## src/rtl/dmem_arbiter_if.sv

```systemverilog
// Bus bundle between the two requesters, the arbiter and the data memory.
// Lock wires exist only when DMEM_ARB_LOCK_EN is defined.
interface dmem_arbiter_if #(
  parameter int S  = 32,
  parameter int AW = 8
);
  logic          p0_req;
  logic          p0_we;
  logic [AW-1:0] p0_addr;
  logic [S-1:0]  p0_wdata;
  logic          p0_ready;
  logic          p0_rvalid;
  logic [S-1:0]  p0_rdata;
  logic          p1_req;
  logic          p1_we;
  logic [AW-1:0] p1_addr;
  logic [S-1:0]  p1_wdata;
  logic          p1_ready;
  logic          p1_rvalid;
  logic [S-1:0]  p1_rdata;
  logic [AW-1:0] mem_a;
  logic [S-1:0]  mem_din;
  logic          mem_mread;
  logic          mem_mwrite;
  logic [S-1:0]  mem_dout;
`ifdef DMEM_ARB_LOCK_EN
  logic          p0_lock;
  logic          p1_lock;
`endif

  modport slave (
    input  p0_req, p0_we, p0_addr, p0_wdata,
    output p0_ready, p0_rvalid, p0_rdata,
    input  p1_req, p1_we, p1_addr, p1_wdata,
    output p1_ready, p1_rvalid, p1_rdata,
    output mem_a, mem_din, mem_mread, mem_mwrite,
    input  mem_dout
`ifdef DMEM_ARB_LOCK_EN
    , input p0_lock, p1_lock
`endif
  );

  modport master (
    output p0_req, p0_we, p0_addr, p0_wdata,
    input  p0_ready, p0_rvalid, p0_rdata,
    output p1_req, p1_we, p1_addr, p1_wdata,
    input  p1_ready, p1_rvalid, p1_rdata,
    input  mem_a, mem_din, mem_mread, mem_mwrite,
    output mem_dout
`ifdef DMEM_ARB_LOCK_EN
    , output p0_lock, p1_lock
`endif
  );
endinterface

```

## src/rtl/dmem_arbiter.sv

```systemverilog
// Round-robin two-port arbiter for the single-port data memory.
// Define DMEM_ARB_LOCK_EN to add the lock FSM for atomic read-modify-write.
module dmem_arbiter #(
  parameter int S = 32,
  parameter int L = 256
) (
  input  logic          i_clk,
  input  logic          i_rst,
  dmem_arbiter_if.slave bus
);
  localparam int AW = $clog2(L);

  logic          r_prio;
  logic          w_g0;
  logic          w_g1;
  logic [AW-1:0] w_a;
  logic [S-1:0]  w_din;

`ifdef DMEM_ARB_LOCK_EN
  typedef enum logic [1:0] {IDLE, LOCK0, LOCK1} state_t;

  state_t r_state;
  state_t w_state_nxt;
  logic   w_own0;
  logic   w_own1;

  assign w_own0 = (r_state == LOCK0) && bus.p0_lock;
  assign w_own1 = (r_state == LOCK1) && bus.p1_lock;

  always_ff @(posedge i_clk) begin
    if (i_rst) r_state <= IDLE;
    else       r_state <= w_state_nxt;
  end

  // A released lock falls through to normal arbitration in the same cycle
  always_comb begin
    w_g0        = 1'b0;
    w_g1        = 1'b0;
    w_state_nxt = IDLE;
    unique case (1'b1)
      w_own0: begin
        w_g0        = bus.p0_req;
        w_state_nxt = LOCK0;
      end
      w_own1: begin
        w_g1        = bus.p1_req;
        w_state_nxt = LOCK1;
      end
      default: begin
        w_g0 = bus.p0_req & (~bus.p1_req | ~r_prio);
        w_g1 = bus.p1_req & ~w_g0;
        if (w_g0 && bus.p0_lock)      w_state_nxt = LOCK0;
        else if (w_g1 && bus.p1_lock) w_state_nxt = LOCK1;
      end
    endcase
  end
`else
  always_comb begin
    w_g0 = bus.p0_req & (~bus.p1_req | ~r_prio);
    w_g1 = bus.p1_req & ~w_g0;
  end
`endif

  assign w_a   = w_g0 ? bus.p0_addr  : (w_g1 ? bus.p1_addr  : '0);
  assign w_din = w_g0 ? bus.p0_wdata : (w_g1 ? bus.p1_wdata : '0);

  assign bus.p0_ready   = w_g0;
  assign bus.p1_ready   = w_g1;
  assign bus.mem_a      = w_a;
  assign bus.mem_din    = w_din;
  assign bus.mem_mwrite = (w_g0 & bus.p0_we) | (w_g1 & bus.p1_we);
  assign bus.mem_mread  = (w_g0 & ~bus.p0_we) | (w_g1 & ~bus.p1_we);

  logic         r_rv0;
  logic         r_rv1;
  logic [S-1:0] r_rd0;
  logic [S-1:0] r_rd1;

  // r_prio=1 means port 1 wins the next tie
  always_ff @(posedge i_clk) begin
    if (i_rst) begin
      r_prio <= 1'b0;
      r_rv0  <= 1'b0;
      r_rv1  <= 1'b0;
      r_rd0  <= '0;
      r_rd1  <= '0;
    end else begin
      if (w_g0 | w_g1) r_prio <= w_g0;
      r_rv0 <= w_g0 & ~bus.p0_we;
      r_rv1 <= w_g1 & ~bus.p1_we;
      if (w_g0 & ~bus.p0_we) r_rd0 <= bus.mem_dout;
      if (w_g1 & ~bus.p1_we) r_rd1 <= bus.mem_dout;
    end
  end

  assign bus.p0_rvalid = r_rv0;
  assign bus.p1_rvalid = r_rv1;
  assign bus.p0_rdata  = r_rd0;
  assign bus.p1_rdata  = r_rd1;
endmodule

```

## src/flat_wrapper.sv

```systemverilog
// flat-port wrapper written by rule: the top's interface ports become plain ports
module dmem_arbiter_flat 
#(
  parameter int S = 32,
  parameter int L = 256
)
  (i_clk, i_rst, bus_p0_req, bus_p0_we, bus_p0_addr, bus_p0_wdata, bus_p0_ready, bus_p0_rvalid, bus_p0_rdata, bus_p1_req, bus_p1_we, bus_p1_addr, bus_p1_wdata, bus_p1_ready, bus_p1_rvalid, bus_p1_rdata, bus_mem_a, bus_mem_din, bus_mem_mread, bus_mem_mwrite, bus_mem_dout);
  dmem_arbiter_if #(.S(S), .AW(8)) bus_i ();
  input  logic i_clk;
  input  logic i_rst;
  input wire logic [$bits(bus_i.p0_req)-1:0] bus_p0_req;
  input wire logic [$bits(bus_i.p0_we)-1:0] bus_p0_we;
  input wire logic [$bits(bus_i.p0_addr)-1:0] bus_p0_addr;
  input wire logic [$bits(bus_i.p0_wdata)-1:0] bus_p0_wdata;
  output wire logic [$bits(bus_i.p0_ready)-1:0] bus_p0_ready;
  output wire logic [$bits(bus_i.p0_rvalid)-1:0] bus_p0_rvalid;
  output wire logic [$bits(bus_i.p0_rdata)-1:0] bus_p0_rdata;
  input wire logic [$bits(bus_i.p1_req)-1:0] bus_p1_req;
  input wire logic [$bits(bus_i.p1_we)-1:0] bus_p1_we;
  input wire logic [$bits(bus_i.p1_addr)-1:0] bus_p1_addr;
  input wire logic [$bits(bus_i.p1_wdata)-1:0] bus_p1_wdata;
  output wire logic [$bits(bus_i.p1_ready)-1:0] bus_p1_ready;
  output wire logic [$bits(bus_i.p1_rvalid)-1:0] bus_p1_rvalid;
  output wire logic [$bits(bus_i.p1_rdata)-1:0] bus_p1_rdata;
  output wire logic [$bits(bus_i.mem_a)-1:0] bus_mem_a;
  output wire logic [$bits(bus_i.mem_din)-1:0] bus_mem_din;
  output wire logic [$bits(bus_i.mem_mread)-1:0] bus_mem_mread;
  output wire logic [$bits(bus_i.mem_mwrite)-1:0] bus_mem_mwrite;
  input wire logic [$bits(bus_i.mem_dout)-1:0] bus_mem_dout;
  assign bus_i.p0_req = bus_p0_req;
  assign bus_i.p0_we = bus_p0_we;
  assign bus_i.p0_addr = bus_p0_addr;
  assign bus_i.p0_wdata = bus_p0_wdata;
  assign bus_p0_ready = bus_i.p0_ready;
  assign bus_p0_rvalid = bus_i.p0_rvalid;
  assign bus_p0_rdata = bus_i.p0_rdata;
  assign bus_i.p1_req = bus_p1_req;
  assign bus_i.p1_we = bus_p1_we;
  assign bus_i.p1_addr = bus_p1_addr;
  assign bus_i.p1_wdata = bus_p1_wdata;
  assign bus_p1_ready = bus_i.p1_ready;
  assign bus_p1_rvalid = bus_i.p1_rvalid;
  assign bus_p1_rdata = bus_i.p1_rdata;
  assign bus_mem_a = bus_i.mem_a;
  assign bus_mem_din = bus_i.mem_din;
  assign bus_mem_mread = bus_i.mem_mread;
  assign bus_mem_mwrite = bus_i.mem_mwrite;
  assign bus_i.mem_dout = bus_mem_dout;
  dmem_arbiter #(.S(S), .L(L)) u_core (.i_clk(i_clk), .i_rst(i_rst), .bus(bus_i));
endmodule
```

## config.mk

```make
export PLATFORM = sky130hd
export DESIGN_NAME = dmem_arbiter_flat
export DESIGN_NICKNAME = d
export VERILOG_FILES = /design/src/rtl/dmem_arbiter_if.sv /design/src/rtl/dmem_arbiter.sv /design/src/flat_wrapper.sv
export SDC_FILE = /design/constraint.sdc
export NUM_CORES = 1
export LEC_CHECK = 0
export CORE_MARGIN = 2
export CORE_UTILIZATION = 32
export CTS_CLUSTER_DIAMETER = 60
export DETAILED_ROUTE_END_ITERATION = 8
export PLACE_DENSITY = 0.8
export SLEW_MARGIN = 20
export SYNTH_ARGS = -nofsm -noshare
export SYNTH_HDL_FRONTEND = slang
export SYNTH_SLANG_ARGS = --single-unit
```

## constraint.sdc

```tcl
create_clock -name i_clk -period 1.3 [get_ports i_clk]
set_input_delay 0.13 -clock i_clk [delete_from_list [all_inputs] [get_ports i_clk]]
set_output_delay 0.13 -clock i_clk [all_outputs]
set_load 0.02 [all_outputs]
```

==> results of run 1 <==
==> synthesized netlist by cell type <==
| library cell | count | area, um2 |
|---|---|---|
| buf_2 | 7 | 35.03 |
| and2b_1 | 1 | 7.510 |
| mux2i_1 | 64 | 640.6 |
| nor2b_1 | 1 | 6.260 |
| a21boi_4 | 1 | 18.77 |
| buf_6 | 4 | 45.04 |
| nand2b_1 | 99 | 619.3 |
| clkbuf_1 | 19 | 71.32 |
| nand3b_1 | 1 | 7.510 |
| o21ai_0 | 40 | 200.2 |
| dfxtp_1 | 67 | 1341 |
| buf_4 | 3 | 22.52 |
| nor2_1 | 3 | 11.26 |
| a21oi_1 | 2 | 10.01 |
| nand2_1 | 81 | 304.0 |
| and3b_1 | 1 | 8.760 |
==> through the flow <==
stage	instances	power, uW	hold WS (ns)
2_1_floorplan	394	2958	0.3059
3_3_place_gp	742	3844	0.4583
3_5_place_dp	742	3871	0.4608
4_1_cts	767	6119	0.2589
5_1_grt	775	6410	0.2758
6_report	775	6120	0.2740
==> power groups by stage <==
| stage | Clock [uW] | Combinational, uW | Sequential [uW] |
|---|---|---|---|
| 2_1_floorplan | 0 | 594 | 2360 |
| 3_3_place_gp | 0 | 1600 | 2250 |
| 3_5_place_dp | 0 | 1620 | 2250 |
| 4_1_cts | 2260 | 1660 | 2200 |
| 5_1_grt | 2370 | 1830 | 2210 |
| 6_report | 2200 | 1720 | 2200 |
==> worst paths after layout <==
check | from | slack, ns | end
min | i_rst | 0.27 | u_core.bus.p0_rvalid
min reg2reg | u_core.bus.p0_rdata[17] | 0.47 | u_core.bus.p0_rdata[17]
max | u_core.r_prio | -0.38 | bus_mem_mwrite
max reg2reg | u_core.r_prio | -0.16 | u_core.bus.p0_rdata[19]
==> critical path, cell delays in order (launching register included) <==
cell      delay (ns)
dfxtp_2         0.34
a21boi_4        0.23
buf_6           0.17
buf_16          0.13
a21oi_1         0.05
nor2_2          0.16
buf_6           0.15
==> registers in the layout, summed over array words and instances (netlist names) <==
register / cells
u_core.bus.p0_rdata: 32
u_core.bus.p1_rdata: 32
u_core.r_prio: 1
u_core.bus.p1_rvalid: 1
u_core.bus.p0_rvalid: 1
==> what timing repair did <==
item | 4_1_cts | 5_1_grt
gates cloned | 6 | 4
buffers inserted | 3 | 5
setup endpoints to repair | 175 | 96
pin swaps | 2 | 2
gates resized for setup | 381 | 14
==> routing by layer <==
| metal | GRT usage, % | up-vias |
|---|---|---|
| met5 | 0 | - |
| li1 | - | 1758 |
| met4 | 5.451 | 0 |
| met2 | 34.25 | 141 |
| met3 | 7.296 | 16 |
| met1 | 23.74 | 1592 |
==> cell usage in the layout, fill, tap and decap left out, drive strengths merged <==
| cell | n |
|---|---|
| a21boi | 1 |
| a21oi | 2 |
| and2b | 1 |
| and3b | 1 |
| buf | 75 |
| bufbuf | 1 |
| bufinv | 3 |
| clkbuf | 15 |
| clkdlybuf4s50 | 115 |
| clkinv | 1 |
| dfxtp | 67 |
| dlygate4sd2 | 67 |
| inv | 1 |
| mux2i | 64 |
| nand2 | 81 |
| nand2b | 99 |
| nand3b | 1 |
| nor2 | 3 |
| nor2b | 1 |
| o21ai | 40 |
==> layout make-up <==
type | instances | area, um2
fill | 909 | 3896
timing repair buffer | 262 | 2685
multi-input combinational | 294 | 1878
sequential | 67 | 1343
tap | 136 | 170.2
clock buffer | 11 | 151.4
clock inverter | 5 | 107.6
==> cell families (layout without fill, tap and decap cells) <==
family                 Yosys count  in the layout  synth area share, %
AOI/OAI and AO/OA               43             43                6.836
muxes                           64             64                19.13
and+or+nand+nor                187            187                28.80
buffers and inverters           33            278                5.192
DFF                             67             67                40.04
==> results.tsv, run 1 <==
stage	metric	value	unit
clock_network	worstSkewPairLatency	0.33	ns
power	power.density	966.1	nW/um2
logic_synthesis	syn-num-nets	512	
critical_path	worstPathArrival	1.55	ns
route	wirelength	11.89	mm
grt	grt_pass1_wl	17.89	mm
route	drc	0	
logic_synthesis	syn_area_per_cell	8.501	um2
run_status	status	finished with violations	
sta	hold_viol	0	
min_path	min_path_cells	3	
placement	dp_hpwl	8.199	mm
finish	antenna_cells	0	
finish	synthToLayoutAreaGrowth	89.13	%
sta	rsz0062_at_grt	true	
power	p_int	4481	uW
floorplanning	die-area	11300	um2
finish	fin_util	61.92	%
job	maxCapViolCount	0	
floorplanning	die-height	106.3	um
power	irDropWorstVdd	0.5365	mV
critical_path	crit_fanout	8	
clock_network	numCtsBuffers	9	
critical_path	end_kind	primary output	
power	netSwitchingFraction	26.78	%
route	ant_nets	0	
min_path	hold_class	input port to flip-flop	
floorplanning	die_w	106.3	um
sta	period_needed	1.683	ns
route	drt_iter0_drc	151	
floorplanning	io_pins	228	
placement	gp_congestion	0.8641	
logic_synthesis	yosys_register_bits	67	
power	p_leak	0.003008	uW
finish	drive_above_1_share	17.53	%
logic_synthesis	synth_area	3349	um2
grt	grt_pass1_vias	3504	
clock_network	cts-root-buf	clkbuf_8	
power	pwr-share-comb	28.1	%
floorplanning	initial_core_util	32.74	%
clock_network	clkTransAtPathRegs	0.08	ns
sta	setup_violations	94	
sta	final_max_slew_viol_count	0	
power	power_frac_seq	35.9	%
placement	post-place-ws	-0.8433	ns
grt	overflow	0	
route	wl_met3	887	um
grt	grt_max_degree	100	
route	viasPerCell	4.525	
logic_synthesis	yosysWarnings	0	
sta	finalCritPeriodShare	129.5	%
sta	fmax	594.2	MHz
finish	fin_area	6335	um2
placement	placed_area	5826	um2
run_status	violations	setup timing	
clock_network	h-tree-depth	3	
clock_network	clock-sinks	67	
route	wire_per_inst	15.34	um
logic_synthesis	netlist_instances	394	
finish	fin_nets	752	
critical_path	startpoint_type	flip-flop	
route	route.met2.wl	5.812	mm
route	route.vias.total	3507	
floorplanning	core	10230	um2
grt	antenna_found_initial	0	
floorplanning	rows	37	
sta	fin_worst_skew	0.008582	ns
sta	tns	-18.17	ns
route	top_layer	met4	
sta	setup_ws	-0.3830	ns
route	dr.pass1.iters	4	
route	wl_met1	4.989	mm
sta	slew_headroom	80.27	%
logic_synthesis	yosys.cell_types.count	16	
logic_synthesis	synth-seq-area-share	40.04	%
critical_path	critical_path_class	flip-flop to primary output	
clock_network	cts_tree	done	
critical_path	r2r_cells	6	
power	pwr-share-clk	35.9	%
critical_path	cp.required	1.17	ns
grt	grt_util_all_layers	20.08	%
clock_network	clockBufferDepth	2	
power	power_switching	1639	uW
clock_network	ctsHoldBuffers	0	
sta	worst_slew_pin_slew	0.2960	ns
placement	port_buffers	227	
Note: power is estimated with default switching activity, not from simulation.
==> run 2: changes to the inputs <==
Settings changed: CORE_UTILIZATION 32 to 36, PLACE_DENSITY 0.8 to 0.84, RECOVER_POWER from default to 100.
Clock period 1.3 ns to 1.7 ns, I/O delays scaled along.
==> results.tsv, run 2 (synthesis gave the netlist of run 1 again) <==
stage	metric	value	unit	change
route	drt_iter0_drc	118		-22%
power	power.density	761.0	nW/um2	-21%
critical_path	crit_fanout	11		+3
placement	placed_area	5767	um2	-1.0%
grt	busiest_layer	met2		
power	irDropWorstVdd	0.5998	mV	+12%
critical_path	critPathMaxStageDelay	0.48	ns	+0.14 ns
critical_path	worstPathArrival	1.54	ns	about the same
min_path	min_from	i_rst		
route	wirelength	11.37	mm	-4.4%
finish	fin_nets	741		-1.5%
grt	grtUsageMet2	37.33	%	+3.1 points
finish	fin_util	65.24	%	+3.3 points
route	viasPerCell	4.685		+3.5%
grt	antenna_found_initial	0		unchanged
sta	final_max_slew_viol_count	0		unchanged
critical_path	path_buf_inv	4		+1
grt	met3_usage	7.074	%	-0.22 points
critical_path	path_cells	clkdlybuf4s50_1, a21boi_4, buf_4, buf_8, and2b_2, nor2_2, buf_4		
placement	port_buffers	227		unchanged
critical_path	r2r_setup_slack	0.04	ns	+0.20 ns
critical_path	cp_slowest_cell	clkdlybuf4s50_1		
route	wire_per_inst	15.38	um	+0.24%
sta	worst_slew_pin_slew	0.6370	ns	+0.3410 ns
critical_path	timing.rr.start	u_core.r_prio		
finish	layout_common_cells	115 x clkdlybuf4s50_1, 99 x nand2b_1, 80 x nand2_1, 66 x dlygate4sd3_1, 66 x dfxtp_1		
sta	hold_viol	0		unchanged
clock_network	h-tree-depth	3		unchanged
placement	gp_congestion	0.9080		+5.1%
floorplanning	die_w	100.5	um	-5.5%
job	maxCapViolCount	0		unchanged
route	ant_nets	0		unchanged
grt	grt_max_degree	100		unchanged
run_status	violations	setup timing		
grt	grt_util_all_layers	22.11	%	+2.0 points
sta	period_needed	1.711	ns	
clock_network	clkTransAtPathRegs	0.08	ns	about the same
critical_path	crit_family	buffers and inverters		
sta	finalCritPeriodShare	100.6	%	
floorplanning	core	9153	um2	-11%
sta	rsz0062_at_grt	true		
route	route.vias.total	3462		-1.3%
grt	use_met1	26.54	%	+2.8 points
clock_network	cts_tree	done		
sta	fmax	584.5	MHz	
critical_path	startpoint_type	input port		
sta	setup_violations	2		-98%
grt	overflow	0		unchanged
route	dr.pass1.iters	4		unchanged
finish	final_common_cell	clkdlybuf4s50_1		
clock_network	worstSkewPairLatency	0.34	ns	about the same
floorplanning	rows	35		-5.4%
placement	dp_hpwl	8.354	mm	+1.9%
clock_network	cts-root-buf	clkbuf_8		
min_path	hold_class	input port to flip-flop		
critical_path	critical_path_class	input port to primary output		
grt	grt_pass1_vias	3496		-0.23%
clock_network	numCtsBuffers	9		unchanged
route	drc	0		unchanged
power	p_leak	0.002746	uW	-8.7%
finish	drive_above_1_share	14.81	%	-2.7 points
critical_path	crit_top_cell	buf_4		
sta	slew_headroom	57.53	%	-23 points
critical_path	startpoint	bus_p0_req		
sta	setup_ws	-0.01083	ns	+0.3722 ns
grt	grt_pass1_wl	17.47	mm	-2.4%
finish	antenna_cells	0		unchanged
critical_path	cp.required	1.53	ns	+0.36 ns
floorplanning	io_pins	228		unchanged
finish	fin_area	5971	um2	-5.7%
clock_network	clock-sinks	67		unchanged
clock_network	clockBufferDepth	2		unchanged
floorplanning	initial_core_util	36.60	%	+3.9 points
finish	synthToLayoutAreaGrowth	78.26	%	
floorplanning	die-area	10090	um2	-11%
critical_path	end_kind	primary output		
sta	fin_worst_skew	0.007178	ns	-0.001404 ns
floorplanning	die-height	100.5	um	-5.5%
run_status	status	finished with violations		
## run 2: cell types whose count changed in the layout (fill, tap and decap cells not counted), sizes merged
cell,previous run,this run
bufbuf,1,0
clkbuf,15,18
dlygate4sd3,0,66
dlygate4sd2,67,1
buf,75,62
## run 2: area by class of cell
class / instances / area, um2
tap: 111 / 138.9
sequential: 67 / 1343
clock inverter: 5 / 107.6
clock buffer: 11 / 151.4
multi-input combinational: 294 / 1856
fill: 762 / 3182
timing repair buffer: 251 / 2375
## run 2: where the power goes
group          switching, uW  leakage [uW]  internal, uW
Sequential              37.0      0.000547          1640
Clock                    619      0.000130          1060
Combinational            557       0.00207           624
## run 2: metrics by stage
stage	worst slack (ns)	hold slack [ns]	TNS, ns	instances	power, uW
final	-0.01083	0.3259	-0.01908	739	4544
after global routing	-0.1022	0.3109	-2.585	739	4746
after CTS	-0.1004	0.2911	-0.2037	739	4602
after detailed placement	-0.4391	0.4650	-22.90	716	2942
after global placement	-0.4506	0.4586	-19.76	716	2919
after floorplan	0.2983	0.3459	0	394	2261
## run 2: worst reg2reg max path, delay by kind of cell, from the launching register on
family                 cells  cell delay [ns]
multiplexers               1             0.29
flip-flops                 1             0.34
buffers and inverters      2             0.67
AND/OR/NAND/NOR            2             0.29
## run 2: metal layers
metal	wire length (um)	vias to the layer above
li1	-	1740
met1	4707	1568
met2	5622	131
met3	785	23
met4	249	0
met5	0	-
## run 2: worst paths after layout
check,endpoint,cells after the start
setup / recovery,bus_mem_mwrite,7
hold / removal,u_core.bus.p0_rvalid,3
hold reg to reg,u_core.bus.p1_rdata[9],2
setup reg to reg,u_core.bus.p1_rdata[16],5
## run 2: what timing repair did
| action | 4_1_cts | 5_1_grt |
|---|---|---|
| cloned | 2 | 1 |
| setup buffers | 5 | 0 |
| setup endpoints to repair | 44 | 38 |
| resized for setup | 207 | 35 |
| pin swaps | 0 | 2 |
| hold buffers | 0 | 0 |
==> run 3: changes to the inputs <==
Settings changed: CORE_UTILIZATION 36 to 32, PLACE_DENSITY 0.84 to 0.8.
Clock period 1.7 ns to 1.4 ns, I/O delays scaled along.
==> results.tsv, run 3 (synthesis gave the netlist of run 1 again) <==
stage	metric	value	unit	change
run_status	status	finished with violations		
run_status	violations	setup timing		
sta	period_needed	1.676	ns	
power	finalPower	5323	uW	+17%
job	maxCapViolCount	0		unchanged
route	dr.pass1.iters	4		unchanged
power	p_int	3780	uW	+13%
critical_path	cp_slowest_cell	dfxtp_4		
power	pwr-share-clk	29.5	%	-7.5 points
floorplanning	initial_core_util	32.74	%	-3.9 points
power	power_switching	1543	uW	+27%
critical_path	end_kind	primary output		
floorplanning	die-area	11300	um2	+12%
floorplanning	die_w	106.3	um	+5.8%
finish	fin_area	6492	um2	+8.7%
sta	setup_violations	63		+61
route	route.vias.total	3557		+2.7%
grt	grt_pass1_wl	17.18	mm	-1.7%
grt	grt_max_degree	100		unchanged
route	drt_iter0_drc	138		+17%
route	drc	0		unchanged
sta	finalCritPeriodShare	119.7	%	
placement	placed_area	5761	um2	-0.11%
sta	fmax	596.5	MHz	
min_path	min_path_cells	3		unchanged
grt	grt_util_all_layers	19.02	%	-3.1 points
power	p_leak	0.003063	uW	+12%
critical_path	critical_path_class	flip-flop to primary output		
clock_network	clkTransAtPathRegs	0.07	ns	about the same
critical_path	worstPathArrival	1.54	ns	about the same
grt	grt_pass1_vias	3454		-1.2%
clock_network	worstSkewPairLatency	0.33	ns	about the same
route	ant_nets	0		unchanged
clock_network	clockBufferDepth	2		unchanged
route	viasPerCell	4.619		-1.4%
power	netSwitchingFraction	28.98	%	+2.3 points
sta	holdWs	0.2956	ns	-0.03029 ns
critical_path	r2r_cells	7		+2
floorplanning	rows	37		+5.7%
power	power_frac_seq	38.4	%	+1.4 points
placement	gp_congestion	0.8119		-11%
placement	dp_hpwl	7.975	mm	-4.5%
finish	final_common_cell	clkdlybuf4s50_1		
min_path	hold_class	input port to flip-flop		
sta	fin_worst_skew	0.005167	ns	-0.002011 ns
finish	fin_nets	747		+0.81%
power	power.density	819.8	nW/um2	+7.7%
finish	synthToLayoutAreaGrowth	93.84	%	
sta	rsz0062_at_grt	true		
sta	setup_ws	-0.2765	ns	-0.2657 ns
floorplanning	io_pins	228		unchanged
finish	fillCellCount	881		+16%
sta	worst_slew_pin_slew	0.2940	ns	-0.3430 ns
placement	port_buffers	227		unchanged
finish	layout_common_cells	115 x clkdlybuf4s50_1, 98 x nand2b_1, 66 x dlygate4sd2_1, 66 x dfxtp_1, 64 x mux2i_1		
critical_path	critPathMaxStageDelay	0.35	ns	-0.13 ns
critical_path	startpoint_type	flip-flop		
route	wire_per_inst	15.87	um	+3.2%
clock_network	ctsHoldBuffers	0		unchanged
finish	antenna_cells	0		unchanged
power	pwr-share-comb	32.1	%	+6.1 points
critical_path	path_cells	a21boi_4, buf_6, buf_12, clkbuf_16, nand2_2, o21ai_1, buf_4		
critical_path	crit_fanout	5		-6
route	wirelength	12.22	mm	+7.5%
clock_network	cts_tree	done		
clock_network	numCtsBuffers	9		unchanged
sta	slew_headroom	80.40	%	+23 points
finish	drive_above_1_share	23.82	%	+9.0 points
sta	hold_viol	0		unchanged
grt	overflow	0		unchanged
clock_network	h-tree-depth	3		unchanged
power	irDropWorstVdd	0.6166	mV	+2.8%
floorplanning	die-height	106.3	um	+5.8%
critical_path	cp.required	1.26	ns	-0.27 ns
floorplanning	core	10230	um2	+12%
sta	final_max_slew_viol_count	0		unchanged
grt	antenna_found_initial	0		unchanged
clock_network	clock-sinks	67		unchanged
clock_network	cts-root-buf	clkbuf_8		
## run 3: critical path: cells and delay by family, from the launching register on
family	cells	cell delay [ns]
buffers and inverters	4	0.59
DFF	1	0.35
AOI/OAI and AO/OA	2	0.22
and+or+nand+nor	1	0.05
## run 3: cell type report
type / instances / area, um2 / share of cell area [%]
timing repair buffer: 257 / 2689 / 41.41
tap: 136 / 170.2 / 2.621
multi-input combinational: 294 / 2095 / 32.26
clock inverter: 5 / 52.55 / 0.8094
sequential: 67 / 1345 / 20.72
clock buffer: 11 / 141.4 / 2.178
## run 3: power by group through the flow
stage / clock network [uW] / registers (uW) / logic [uW]
after floorplan: 0 / 2200 / 550
after detailed placement: 0 / 2090 / 1470
after global routing: 1710 / 2050 / 1800
after global placement: 0 / 2090 / 1450
after CTS: 1640 / 2050 / 1450
final: 1570 / 2040 / 1710
## run 3: per-layer routing
layer / GRT usage [%] / wire length [um] / up-vias
li1: - / - / 1753
met1: 22.62 / 5074 / 1662
met2: 33.65 / 6179 / 122
met3: 5.947 / 782 / 20
met4: 3.759 / 183 / 0
met5: 0 / 0 / -
## run 3: per-stage QoR
step | utilization, % | std cells | TNS [ns] | setup WS, ns
2_1_floorplan | - | 394 | 0 | 0.02831
3_3_place_gp | 56.30 | 737 | -46.03 | -0.6606
3_5_place_dp | 56.30 | 737 | -48.85 | -0.6951
4_1_cts | 57.67 | 760 | -9.594 | -0.2724
5_1_grt | 63.46 | 770 | -13.86 | -0.3369
6_report | 63.46 | 770 | -9.876 | -0.2765
## run 3: final timing paths
path / end / start / slack (ns)
worst max-delay path: bus_mem_din[16] / u_core.r_prio / -0.28
worst min-delay path: u_core.bus.p0_rvalid / i_rst / 0.30
worst max register to register: u_core.bus.p0_rdata[20] / u_core.r_prio / -0.07
worst min register to register: u_core.bus.p0_rdata[28] / u_core.bus.p0_rdata[28] / 0.47
## run 3: what timing repair did
action,4_1_cts,5_1_grt
resized for setup,351,134
pin swaps,3,23
cloned,3,8
endpoints found under the setup margin,128,77
buffers inserted,4,2
